[config.mk]
export PLATFORM = sky130hd
export DESIGN_NAME = irq_ctrl8
export DESIGN_NICKNAME = d
export VERILOG_FILES = /design/src/rtl/irq_pkg.sv /design/src/rtl/prio_enc8.sv /design/src/rtl/irq_ctrl8.sv
export SDC_FILE = /design/constraint.sdc
export NUM_CORES = 1
export LEC_CHECK = 0
export CELL_PAD_IN_SITES_DETAIL_PLACEMENT = 2
export CELL_PAD_IN_SITES_GLOBAL_PLACEMENT = 2
export CORE_MARGIN = 2
export CORE_UTILIZATION = 28
export CTS_CLUSTER_SIZE = 12
export DETAILED_ROUTE_END_ITERATION = 12
export GPL_TIMING_DRIVEN = 1
export PLACE_DENSITY_LB_ADDON = 0.3
export SLEW_MARGIN = 25
export SYNTH_ARGS = -nofsm -noshare
export SYNTH_HDL_FRONTEND = slang
export SYNTH_SLANG_ARGS = --single-unit
[constraint.sdc]
create_clock -name clk -period 1.8 [get_ports clk]
set_clock_uncertainty 0.1 [all_clocks]
set_input_delay 0.36 -clock clk [delete_from_list [all_inputs] [get_ports clk]]
set_output_delay 0.36 -clock clk [all_outputs]
set_load 0.1 [all_outputs]
[src/rtl/irq_pkg.sv]
// irq_pkg: shared constants and FSM state type for the 8-line interrupt controller
package irq_pkg;
  localparam int NUM_IRQ = 8;
  localparam int IDX_W = 3;
  localparam logic [NUM_IRQ-1:0] EDGE_MODE_DEF = 8'hFF;
  typedef enum logic [1:0] {IDLE, REQ, SERVICE} state_t;
endpackage

[src/rtl/prio_enc8.sv]
// prio_enc8: 8-to-3 priority encoder, lowest set index wins
module prio_enc8
  import irq_pkg::*;
(
  input  logic [NUM_IRQ-1:0] vec,
  output logic [IDX_W-1:0]   idx,
  output logic               valid
);
  always_comb begin
    valid = |vec;
    idx = '0;
    for (int i = NUM_IRQ - 1; i >= 0; i--) if (vec[i]) idx = IDX_W'(i);
  end
endmodule

[src/rtl/irq_ctrl8.sv]
// irq_ctrl8: latches requests, masks, prioritises and hands one interrupt at a time to the CPU
module irq_ctrl8
  import irq_pkg::*;
#(
  parameter logic [NUM_IRQ-1:0] EDGE_MODE = EDGE_MODE_DEF
) (
  input  logic               clk,
  input  logic               rst,
  input  logic [NUM_IRQ-1:0] irq_in,
  input  logic [NUM_IRQ-1:0] mask,
  input  logic               irq_ack,
  input  logic               eoi,
  output logic               irq_req,
  output logic [IDX_W-1:0]   irq_idx,
  output logic               busy,
  output logic [NUM_IRQ-1:0] pending,
  output logic [NUM_IRQ-1:0] in_service
);
  state_t state_q, state_d;
  logic [NUM_IRQ-1:0] pending_q, pending_d, in_service_q, in_service_d, prev_q;
  logic [NUM_IRQ-1:0] set_v, elig, idx_oh;
  logic [IDX_W-1:0] irq_idx_q, irq_idx_d, win;
  logic win_v, irq_req_q, irq_req_d, busy_q, busy_d, acc;
  prio_enc8 u_enc (.vec(elig), .idx(win), .valid(win_v));
  always_comb begin
    elig = pending_q & ~mask;
    idx_oh = NUM_IRQ'(1) << irq_idx_q;
    acc = state_q == REQ && irq_ack;
    set_v = (EDGE_MODE & irq_in & ~prev_q) | (~EDGE_MODE & irq_in & ~in_service_q);
    // a new set condition in the acceptance cycle keeps the line pending
    pending_d = (pending_q & ~(acc ? idx_oh : '0)) | set_v;
    state_d = state_q;
    irq_idx_d = irq_idx_q;
    irq_req_d = irq_req_q;
    busy_d = busy_q;
    in_service_d = in_service_q;
    case (state_q)
      IDLE: if (win_v) begin
        state_d = REQ;
        irq_idx_d = win;
        irq_req_d = 1'b1;
      end
      REQ: if (irq_ack) begin
        state_d = SERVICE;
        irq_req_d = 1'b0;
        busy_d = 1'b1;
        in_service_d = idx_oh;
      end else if (mask[irq_idx_q]) begin
        state_d = IDLE;
        irq_req_d = 1'b0;
      end
      SERVICE: if (eoi) begin
        state_d = IDLE;
        busy_d = 1'b0;
        in_service_d = '0;
      end
      default: state_d = IDLE;
    endcase
  end
  always_ff @(posedge clk or posedge rst) begin
    if (rst) begin
      state_q <= IDLE;
      pending_q <= '0;
      in_service_q <= '0;
      prev_q <= '0;
      irq_idx_q <= '0;
      irq_req_q <= 1'b0;
      busy_q <= 1'b0;
    end else begin
      state_q <= state_d;
      pending_q <= pending_d;
      in_service_q <= in_service_d;
      prev_q <= irq_in;
      irq_idx_q <= irq_idx_d;
      irq_req_q <= irq_req_d;
      busy_q <= busy_d;
    end
  end
  assign irq_req = irq_req_q;
  assign irq_idx = irq_idx_q;
  assign busy = busy_q;
  assign pending = pending_q;
  assign in_service = in_service_q;
endmodule

After elaboration in Yosys (flattened, before gate mapping). Index checks and enable logic that the tools add are counted.

Flip-flop bits (word level): 31. Bits of input ports: 20.

Order comparisons: 1. Eq/ne operators: 6. Shifts and indexed selects: 1. Muxes and demuxes: 26. Bitwise operators: 7. Reduce and logical (&&, ||, !) cells: 9.

Operators with widths (number): $and A8 B8 Y8 (3); $mux W3 (8); $mux W8 (3); $not A8 Y8 (3); $pmux W8 S2 (1); $reduce_and A3 Y1 (3); $mux W2 (4); $or A8 B8 Y8 (1); $reduce_or A8 Y1 (1); $shl A1 B3 Y8 const A (1); $mux W1 (6); $pmux W2 S3 (1); $lt A3 B4 Y1 const B (1); $ne A2 B2 Y1 const B (2); $pmux W1 S2 (2); $reduce_bool A2 Y1 (2); $bmux W1 S3 (1); $ne A3 B2 Y1 const B (1); $eq A2 B1 Y1 const B (1); $eq A2 B2 Y1 const B (1); $logic_not A2 Y1 (1); $ne A2 B1 Y1 const B (1); $reduce_and A2 Y1 (1); $logic_and A1 B1 Y1 (1).

Depth between registers and ports, before layout.
Depth after elaboration: 10. Gate-level depth with buffers: 5. Depth with buffers taken out: 4.

Hierarchy. Synthesis repeated with hierarchy kept, for this count alone.

Cells, all modules: 116. Area total of the unflattened synthesis: 1395.1 sq um.

By module, submodules not included: irq_ctrl8 (times used 1, cells each 103, area an instance 1313.8 sq um, seq. area each 775.7 sq um); prio_enc8 (times used 1, cells each 13, area an instance 81.3 sq um, seq. area each 0.0 sq um).

Worst setup path before layout. Ideal clock, no wire load.

Path type: register -> register. Start point: reg irq_idx_q[0] (netlist: irq_idx[0]). End point: reg irq_req_q (netlist: irq_req). Data arrival time: 1928 ps. Data required time: 1570 ps. Path slack: -358 ps. Cell stages (with the launch flop): 5. Buffers on the path: 1. Clock period less this slack: 2158 ps. Cells stage by stage: dfrtp_1 > clkbuf_2 > mux4_2 > a21oi_2 > o21ai_1.

Cells in the longest elaborated chain, start to end: 4.

RTL lines: from (decl) (line irq_ctrl8.sv:22) `logic [IDX_W-1:0] irq_idx_q, irq_idx_d, win;`; from (signal assigned) (line irq_ctrl8.sv:74) `irq_idx_q <= irq_idx_d;`; $bmux W1 S3 (line irq_ctrl8.sv:48) `end else if (mask[irq_idx_q]) begin`; $mux W1 (implied by the code) (line irq_ctrl8.sv:48); $ne A3 B2 Y1 (no line); $reduce_and A3 Y1 (no line); to (signal assigned) (line irq_ctrl8.sv:75) `irq_req_q <= irq_req_d;`; to (decl) (line irq_ctrl8.sv:23) `logic win_v, irq_req_q, irq_req_d, busy_q, busy_d, acc;`.

Every way passes these cells. The select of a mux whose other input is x is not followed. A chain may end at the register's enable or synchronous reset.

Worst setup path after layout.
Start point: in mask[7]. End point: reg irq_idx_q[0] (netlist: irq_idx[0]).

Cells in the longest elaborated chain, start to end: 10. Elaborated cells between the ends (all ways): 12. Those cells by class: mux (8); bitwise (2); reduce/logical (2).

RTL lines: from (decl) (line irq_ctrl8.sv:10) `input logic [NUM_IRQ-1:0] mask,`; $not A8 Y8 * (line irq_ctrl8.sv:26) `elig = pending_q & ~mask;`; $and A8 B8 Y8 * (line irq_ctrl8.sv:26); $mux W3 (8 in series) (line prio_enc8.sv:12) `for (int i = NUM_IRQ - 1; i >= 0; i--) if (vec[i]) idx = IDX_W'(i);`.

Every way passes the cells marked *; elsewhere a longest branch is shown, timed or not.

==> results.md <==
- Antenna viol nets, final: 0
- Mapped Cells: 129
- Num CTS Buffers: 5
- Later-pin clock latency in the skew report: 280 ps
- Max Root-Sink Buffers: 2
- Area leader, netlist: dfrtp_1
- Initial DRT Pass Iterations: 4
- Clk sinks: 31
- N_diodes: 0
- CP arrival: 1770 ps
- Post-synth top area share: 57.8%
- IO buf count: 40
- H-tree depth: 2
- FMAX: about 590 MHz
- Die Width: 73.2 µm
- Core area: 0.00466 mm²
- Post-CTS setup buffer count: 0
- Vias: 1219
- Final cell count without fillers: approximately 240
- First-pass GRT wire length: 7530 µm
- Final hold violations: 0
- Global Route Usage Sum: approximately a fifth
- CP required: 1870 ps
- Mapped Avg Cell Area: 10.4 µm²
- Tmin final: 1700 ps
- # setup viols final: 0
- Top post-synthesis cells by area: dfrtp_1, nand2_1, inv_1
- CP Capture Type: flip-flop
- Period Utilization, post-route: ~94%
- DR iter-0 viols: roughly 70
- Die Area: 0.00536 mm²
- CP cell instances: clkdlybuf4s50_1 > nand2b_1 > nand4b_1 > o21ai_2 > mux2_1
- CTS clk-pin slew, worst paths: 70 ps
- CP max FO: 3
- Synthesized flop and latch total: 31
- Largest net degree at the start of global routing: 32
- Vias in the first global route: around 1.4k
- Distinct cells, synth: 28
- GRT overflow: 0
- Final worst slack: 102 ps
- Final net count: 209
- Max cap viols: 0
- Status: finished clean
- Die H: approximately 73 µm
- Min Hold Slack: ~320 ps
- Max-slew headroom: 66.5%
- Avg WL per Cell: 18.9 µm
- Gpl congestion: 0.773
- Boundary Pins: between 40 and 50
- Actual slew at the worst max-slew pin: 502 ps
- Antenna violations before repair: 0
- Crit path kind: in -> reg
- DRC viols: 0
- RSZ-0062 raised after global routing: no
- Hold Buf Count CTS: 0
- Hold Crit Class: reg -> reg
- Placed insts: 236
- Clock root cell: clkbuf_8
- Worst Setup Start Kind: primary input
- Final Slew Violations: 0
- P&R area growth vs syn: 67.2%
- Cell Area, Synth: 0.00134 mm²
- Synthesis Warnings: 0
- Drt via density: roughly 5.0
- Seq/Total Area, Yosys: 57.8%
- Total length of routed wires: around 4600 µm
- Crit-path slowest cell: clkdlybuf4s50_1
- Net count after synthesis: 149
- Initial Utilization: between 20% and 30%
- Share of cells above drive strength 1: 30.5%
- Rows: 25
- Worst slack, placed: -261 ps
- Post-DP HPWL: between 3000 and 4000 µm
- CTS tree: yes
- Slowest stage delay, CP: 530 ps
critical path, delay by kind of cell:
kind,cells,cell delay [ps]
compound gates,1,200
buf+inv,1,530
mux,1,340
simple gates,2,330
cell usage after synthesis:
master     instances
buf_6              1
mux2_1             1
nand2_1           17
nor2b_1            3
dfrtp_1           31
nand3b_1           1
inv_1             15
o22ai_1            1
and3b_1            1
nand4bb_1          1
a31oi_1            3
a21oi_1            6
o31ai_1            3
o21ai_0           11
o21ai_1            5
a22o_1             1
mux4_2             1
a32o_1             2
nand4_1            1
or3_1              2
a21oi_2            1
nand2b_1           9
a311o_1            1
mux2i_1            4
nand3_1            1
clkbuf_2           1
nor2_1             4
nand4b_1           1
what timing repair did:
| action | in CTS | in global routing |
|---|---|---|
| endpoints found under the setup margin | 2 | 1 |
| resized for setup | 1 | 1 |
| pin swaps | 0 | 1 |
| gates cloned | 0 | 0 |
final cells by class:
class | count | area [µm²]
clock buffers | 8 | 100
flip-flops and latches | 31 | 792
inverters | 15 | 56.3
well taps | 54 | 67.6
repair buffers | 55 | 723
multi-input cells | 81 | 503
fillers | 482 | 2420
metal layers:
metal  up-vias  track usage (%)  routed length (µm)
met2        29             33.0                2460
met4         0             7.61                  82
met5         -                0                   0
li1        561                -                   -
met1       622             24.1                1910
met3         7             4.28                 166
cell families (layout without fill, tap and decap cells):
group	Yosys count	in the layout	share of synthesized area [%]
AND/OR/NAND/NOR	41	41	16.0
AO/OA/AOI/OAI	34	34	15.3
flip-flops	31	31	57.8
multiplexers	6	6	5.50
buffers and inverters	17	78	5.41
per-stage QoR:
step	instance area (µm²)	TNS (ps)	utilization, %
global placement	2130	-1410	45.7
global route	2240	0	48.1
floorplan	1360	-57.1	-
finish	2240	0	48.1
CTS	2240	0	48.0
detailed placement	2130	-2870	45.7
worst paths after layout:
check,depth (start not counted),endpoint,start,slack (ps)
max,5,irq_idx[0],mask[7],100
min reg2reg,1,pending[2],prev_q[2],320
max in group asynchronous,3,irq_idx[0],rst,890
max reg2reg,4,irq_req,irq_idx[1],170
min in group asynchronous,3,in_service[4],rst,380
min,1,pending[2],prev_q[2],320
layout by cell type (no fill, tap or decap), drive strengths merged:
cell           netlist  routed
a21oi                7       7
a31oi                3       3
nor2                 4       4
and3b                1       1
nand4bb              1       1
a32o                 2       2
o31ai                3       3
clkdlybuf4s50        0      19
nand4b               1       1
nand3                1       1
buf                  1      36
nand3b               1       1
nand4                1       1
nand2               17      17
o21ai               16      16
clkbuf               1       8
a22o                 1       1
o22ai                1       1
mux4                 1       1
or3                  2       2
a311o                1       1
nand2b               9       9
nor2b                3       3
inv                 15      15
mux2                 1       1
mux2i                4       4
dfrtp               31      31
state kept, by name, indices dropped and copies added, names as in the netlist:
register    count
state_q         2
in_service      8
pending         8
irq_req         1
prev_q          8
irq_idx         3
busy            1
Power is not shown: default switching activity piles up to over one toggle a cycle in this logic, so the estimate is an artifact.
